--- src/rtl/bspi_sbr.sv ---
// rtl/bspi_sbr.sv - oversampled SPI slave that turns boot frames into SRAM-style bus accesses
module bspi_sbr #(
    parameter int AW    = 11,
    parameter int DW    = 32,
    parameter int DUMMY = 1,
    parameter int SYNC  = 2
) (
    input  logic              clk,
    input  logic              rst,
    input  logic              io_bcf,
    input  logic              io_scs,
    input  logic              io_sck,
    input  logic              io_sdi,
    output logic              io_sdo,
    output logic              bcsb,
    output logic [DW/8-1:0]   bweb,
    output logic [AW-1:0]     badr,
    output logic [DW-1:0]     bdti,
    input  logic [DW-1:0]     bdto,
    output logic              act
);
    localparam int NB = DW / 8;
    localparam int AB = (AW + 7) / 8;
    localparam int LW = (NB > 1) ? $clog2(NB) : 1;

    typedef enum logic [2:0] {
        S_IDLE, S_CMD, S_ADR, S_DMY, S_RDAT, S_WDAT, S_SKIP
    } state_t;

    state_t            state_q;
    logic [SYNC-1:0]   scs_sq, sck_sq, sdi_sq;
    logic              scs_pq, sck_pq;
    logic [2:0]        bc_q;
    logic [6:0]        rx_q;
    logic              is_rd_q;
    logic [1:0]        cnt_q;
    logic [AW-1:0]     addr_q;
    logic [LW-1:0]     lane_q;
    logic [NB-1:0]     mask_q;
    logic [DW-1:0]     wbuf_q, rbuf_q;
    logic [7:0]        sh_q;
    logic              sdo_q;
    logic [1:0]        rd_q;
    logic              bcsb_q;
    logic [NB-1:0]     bweb_q;
    logic [AW-1:0]     badr_q;
    logic [DW-1:0]     bdti_q;

    logic              scs_s, sck_s, sdi_s;
    logic              sck_rise, sck_fall, scs_rise, scs_fall;
    logic [7:0]        byte_w;
    logic              byte_done, lane_last;
    logic [AW-1:0]     adr_d, addr_inc;
    logic [DW-1:0]     wbuf_d;
    logic [NB-1:0]     mask_d;

    assign scs_s     = scs_sq[SYNC-1];
    assign sck_s     = sck_sq[SYNC-1];
    assign sdi_s     = sdi_sq[SYNC-1];
    assign sck_rise  = sck_s & ~sck_pq;
    assign sck_fall  = ~sck_s & sck_pq;
    assign scs_rise  = scs_s & ~scs_pq;
    assign scs_fall  = ~scs_s & scs_pq;
    assign byte_w    = {rx_q, sdi_s};
    assign byte_done = sck_rise && (bc_q == 3'd7);
    assign lane_last = (lane_q == LW'(NB - 1));
    assign addr_inc  = addr_q + AW'(1);

    // Address bytes shift in MSB first; only the low AW bits survive.
    if (AW > 8) begin : g_adr_wide
        assign adr_d = {addr_q[AW-9:0], byte_w};
    end else begin : g_adr_narrow
        assign adr_d = byte_w[AW-1:0];
    end

    always_comb begin
        wbuf_d = wbuf_q;
        mask_d = mask_q;
        wbuf_d[lane_q*8 +: 8] = byte_w;
        mask_d[lane_q] = 1'b1;
    end

    always_ff @(posedge clk or posedge rst) begin
        if (rst) begin
            state_q <= S_IDLE;
            scs_sq  <= '1;
            sck_sq  <= '0;
            sdi_sq  <= '0;
            scs_pq  <= 1'b1;
            sck_pq  <= 1'b0;
            bc_q    <= '0;
            rx_q    <= '0;
            is_rd_q <= 1'b0;
            cnt_q   <= '0;
            addr_q  <= '0;
            lane_q  <= '0;
            mask_q  <= '0;
            wbuf_q  <= '0;
            rbuf_q  <= '0;
            sh_q    <= '0;
            sdo_q   <= 1'b0;
            rd_q    <= '0;
            bcsb_q  <= 1'b1;
            bweb_q  <= '1;
            badr_q  <= '0;
            bdti_q  <= '0;
        end else begin
            scs_sq <= {scs_sq[SYNC-2:0], io_scs};
            sck_sq <= {sck_sq[SYNC-2:0], io_sck};
            sdi_sq <= {sdi_sq[SYNC-2:0], io_sdi};
            scs_pq <= scs_s;
            sck_pq <= sck_s;
            bcsb_q <= 1'b1;
            bweb_q <= '1;
            rd_q   <= {rd_q[0], 1'b0};
            if (rd_q[1]) rbuf_q <= bdto;

            if (state_q != S_IDLE && (!io_bcf || scs_rise)) begin
                // Flush any bytes still held in the write buffer.
                if (state_q == S_WDAT && mask_q != '0) begin
                    bcsb_q <= 1'b0;
                    bweb_q <= ~mask_q;
                    bdti_q <= wbuf_q;
                    badr_q <= addr_q;
                end
                state_q <= S_IDLE;
                mask_q  <= '0;
                lane_q  <= '0;
                sdo_q   <= 1'b0;
            end else if (state_q == S_IDLE) begin
                if (io_bcf && scs_fall) begin
                    state_q <= S_CMD;
                    bc_q    <= '0;
                    cnt_q   <= '0;
                    lane_q  <= '0;
                    mask_q  <= '0;
                    sdo_q   <= 1'b0;
                end
            end else begin
                if (sck_rise) begin
                    rx_q <= byte_w[6:0];
                    bc_q <= bc_q + 3'd1;
                end
                if (byte_done) begin
                    case (state_q)
                        S_CMD: begin
                            if (byte_w == 8'h02 || byte_w == 8'h03) begin
                                is_rd_q <= byte_w[0];
                                cnt_q   <= '0;
                                state_q <= S_ADR;
                            end else begin
                                state_q <= S_SKIP;
                            end
                        end
                        S_ADR: begin
                            addr_q <= adr_d;
                            cnt_q  <= cnt_q + 2'd1;
                            if (cnt_q == 2'(AB - 1)) begin
                                cnt_q <= '0;
                                if (is_rd_q) begin
                                    state_q <= S_DMY;
                                    bcsb_q  <= 1'b0;
                                    badr_q  <= adr_d;
                                    rd_q    <= {rd_q[0], 1'b1};
                                end else begin
                                    state_q <= S_WDAT;
                                end
                            end
                        end
                        S_DMY: cnt_q <= cnt_q + 2'd1;
                        S_WDAT: begin
                            wbuf_q <= wbuf_d;
                            if (lane_last) begin
                                bcsb_q <= 1'b0;
                                bweb_q <= ~mask_d;
                                bdti_q <= wbuf_d;
                                badr_q <= addr_q;
                                addr_q <= addr_inc;
                                mask_q <= '0;
                                lane_q <= '0;
                            end else begin
                                mask_q <= mask_d;
                                lane_q <= lane_q + LW'(1);
                            end
                        end
                        default: ;
                    endcase

                    // Load the next read lane; after the last one, prefetch the next word.
                    if ((state_q == S_DMY && cnt_q == 2'(DUMMY - 1)) || state_q == S_RDAT) begin
                        state_q <= S_RDAT;
                        sh_q    <= rbuf_q[lane_q*8 +: 8];
                        if (lane_last) begin
                            lane_q <= '0;
                            addr_q <= addr_inc;
                            bcsb_q <= 1'b0;
                            badr_q <= addr_inc;
                            rd_q   <= {rd_q[0], 1'b1};
                        end else begin
                            lane_q <= lane_q + LW'(1);
                        end
                    end
                end
                if (sck_fall) begin
                    if (state_q == S_RDAT) begin
                        sdo_q <= sh_q[7];
                        sh_q  <= {sh_q[6:0], 1'b0};
                    end else begin
                        sdo_q <= 1'b0;
                    end
                end
            end
        end
    end

    assign io_sdo = sdo_q & ~scs_s;
    assign bcsb   = bcsb_q;
    assign bweb   = bweb_q;
    assign badr   = badr_q;
    assign bdti   = bdti_q;
    assign act    = (state_q != S_IDLE);
endmodule
--- config.mk ---
export PLATFORM = sky130hd
export DESIGN_NAME = bspi_sbr
export DESIGN_NICKNAME = d
export VERILOG_FILES = /design/src/rtl/bspi_sbr.sv
export SDC_FILE = /design/constraint.sdc
export NUM_CORES = 1
export LEC_CHECK = 0
export CORE_MARGIN = 2
export CORE_UTILIZATION = 40
export DETAILED_ROUTE_END_ITERATION = 10
export REMOVE_ABC_BUFFERS = 1
export SYNTH_ARGS = -nofsm -noshare
export SYNTH_HDL_FRONTEND = slang
export SYNTH_SLANG_ARGS = --single-unit
--- constraint.sdc ---
create_clock -name clk -period 17.3 [get_ports clk]
set_input_delay 3.46 -clock clk [delete_from_list [all_inputs] [get_ports clk]]
set_output_delay 3.46 -clock clk [all_outputs]
set_load 0.01 [all_outputs]
==> impl_metrics.json <==
{
  "outcome": "finished clean",
  "fin_nets": 809,
  "synth_top_area_share_pct": 50.2,
  "final_util_pct": 49.8,
  "p_total_w": 0.00108,
  "die_area_um2": 20600,
  "maxClockFrequency_mhz": 169,
  "timing.final.crit_share_pct": 34.2,
  "cts-resized-gates": 0,
  "dp_hpwl_mm": 13.1,
  "pwr-share-clk_pct": 35.6,
  "hold_viol_final": 0,
  "synth.most_common_cell": "dfrtp_1",
  "cts.path.max_buffers": 2,
  "via_count": 5797,
  "tightestPinTransition_ps": 1280,
  "finClkSkew_ps": 8.22,
  "yosysWarnings": 0,
  "finalMaxSlewViolations": 0,
  "ys_seq_area_share_pct": 52.9,
  "syn_to_final_growth_pct": 21.2,
  "post_cts_buffers": 0,
  "worst-path-max-fanout": 15,
  "synth_area_leader_cell": "dfrtp_1",
  "antenna_left": 0,
  "cts_root_buffer": "clkbuf_16",
  "cpMaxStageDelayCell": "nor3_2",
  "cap_viol_max_count": 0,
  "clock_sinks": 164,
  "holdCritPathClass": "reg2reg",
  "worstSetupPathType": "in2reg",
  "ios": 88,
  "p_switching_w": 0.000340,
  "first_iter_violations": 415,
  "p_int_w": 0.000738,
  "min_period_ps": 5910,
  "die_x_um": 143,
  "rows": 50,
  "cp.required_ps": 17610,
  "synth_common_cells": "dfrtp_1, nand2_1, o21ai_0",
  "ir_worst_vdd_uv": 83.4,
  "start_kind": "primary input",
  "grt_max_degree": 94,
  "syn-cell-area_um2": 7770,
  "p_seq_share_pct": 43.9,
  "rsz0062_at_grt": "false",
  "antenna_cells": 0,
  "via_per_inst": 5.63,
  "synthCells": 690,
  "finalSetupViolCount": 0,
  "drive_gt1_share_pct": 15.1,
  "gp_congestion": 0.865,
  "grt_overflow": 0,
  "crit_chain": "clkdlybuf4s50_1 > inv_2 > nor3_2 > nand2_1 > nor4_1 > mux2_2",
  "critPathArrivalTime_ps": 6230,
  "swShare_pct": 31.5,
  "synth_area_per_cell_um2": 11.3,
  "synth_area_leaders": "dfrtp_1, mux2_2, a22o_1",
  "firstDrtPassIters": 5,
  "clk_pin_slew_ps": 70,
  "port_buffers": 87,
  "core_area_um2": 18900,
  "ys.flop_type": "dfrtp_1",
  "power_frac_comb_pct": 20.5,
  "power_density_nw_per_um2": 114,
  "clk_latency_ps": 430,
  "async_flop_share_pct": 100,
  "slew_headroom_pct": 14.4,
  "endpoint_kind": "flip-flop",
  "tns_ps": 0,
  "wire_per_inst_um": 18.5,
  "cts_buffers": 17,
  "ctsHoldBuffers": 0,
  "synth-seq-cells": 164,
  "grtUsageTotal_pct": 19.6,
  "cts_tree": "yes",
  "grt_pass1_vias": 5938,
  "initial_core_util_pct": 41.1,
  "grt_pass1_wl_mm": 31.3,
  "yosysUniqueCellTypes": 71,
  "htreeDepth": 4,
  "p_leak_nw": 3.99,
  "synth_edf_count": 0,
  "drt_wl_total_mm": 19.0,
  "drc": 0,
  "slowest_delay_ps": 760,
  "grt_antenna_before_repair": 0,
  "chipHeight_um": 143
}
layout make-up:
| cell class | count | area (um2) |
|---|---|---|
| Multi-Input combinational cell | 466 | 3420 |
| Sequential cell | 164 | 4110 |
| Clock inverter | 12 | 156 |
| Clock buffer | 20 | 437 |
| Fill cell | 1730 | 9480 |
| Timing Repair Buffer | 90 | 893 |
| Inverter | 18 | 72.6 |
| Tap cell | 260 | 325 |
per-stage QoR:
step / hold WS [ps] / instances / cell area (um2) / setup slack (ps)
2_1_floorplan: 331 / 648 / 7590 / 9420
3_3_place_gp: 337 / 998 / 8820 / 11020
3_5_place_dp: 336 / 998 / 8820 / 10950
4_1_cts: 352 / 1030 / 9420 / 11380
5_1_grt: 366 / 1030 / 9420 / 11130
6_report: 349 / 1030 / 9420 / 11390
worst max-delay path, delay by kind of cell:
kind / cells / cell delay (ps)
AND/OR/NAND/NOR: 3 / 1680
multiplexers: 1 / 380
buffers and inverters: 2 / 710
layer usage:
layer	vias to the layer above	GRT usage, %	wire length (um)
met2	169	31.8	9300
met1	2902	26.0	8490
li1	2699	-	-
met5	-	0	0
met4	0	6.91	340
met3	27	4.17	900
power groups by stage:
stage	combinational, W	sequential (W)	clock (W)
2_1_floorplan	0.000142	0.000462	0
3_3_place_gp	0.000217	0.000478	0
3_5_place_dp	0.000222	0.000480	0
4_1_cts	0.000223	0.000473	0.000390
5_1_grt	0.000244	0.000479	0.000408
6_report	0.000221	0.000473	0.000383
flip-flops by register name, summed over array words and instances, names as in the netlist:
register / cells
sdi_sq: 2
lane_q: 2
sdo_q: 1
mask_q: 4
rbuf_q: 32
bc_q: 3
scs_sq: 2
cnt_q: 2
rd_q: 2
bweb: 4
rx_q: 7
sck_pq: 1
wbuf_q: 32
bcsb: 1
bdti: 32
state_q: 3
sh_q: 8
addr_q: 11
badr: 11
scs_pq: 1
sck_sq: 2
is_rd_q: 1
final timing paths:
path | from | slack, ps | cells after the start | to
max in group asynchronous | rst | 12280 | 3 | rbuf_q[14]$_DFFE_PP0P_
min reg2reg | sck_sq[0]$_DFF_PP0_ | 350 | 0 | sck_sq[1]$_DFF_PP0_
max reg2reg | state_q[0]$_DFFE_PP0P_ | 14230 | 5 | is_rd_q$_DFFE_PP0P_
min | sck_sq[0]$_DFF_PP0_ | 350 | 0 | sck_sq[1]$_DFF_PP0_
min in group asynchronous | rst | 3580 | 2 | bdti[30]$_DFFE_PP0P_
max | io_bcf | 11390 | 6 | is_rd_q$_DFFE_PP0P_
cell families (layout without fill, tap and decap cells):
kind of cell,after synthesis,count (layout),synth area share [%]
muxes,59,59,9.66
DFF,164,164,52.9
xor gates and xnor gates,8,8,0.902
buffers and inverters,60,140,3.20
adders and majority gates,14,14,2.25
AOI/OAI and AO/OA,216,216,19.9
and+or+nand+nor,169,169,11.2
placed cells by master (no fill, tap or decap), types with 9 or more instances in the layout:
cell type / instances
clkdlybuf4s50_1: 87
dfrtp_1: 156
a22o_1: 35
nor2b_1: 10
o22ai_1: 14
ha_1: 14
nor3_1: 9
o21ai_0: 55
nand2_1: 70
a21oi_1: 14
a2bb2oi_1: 10
mux2_2: 48
nand3_1: 12
inv_1: 15
nor2_1: 28
clkbuf_16: 17
a22oi_1: 37
(Power assumes the default switching activity.)
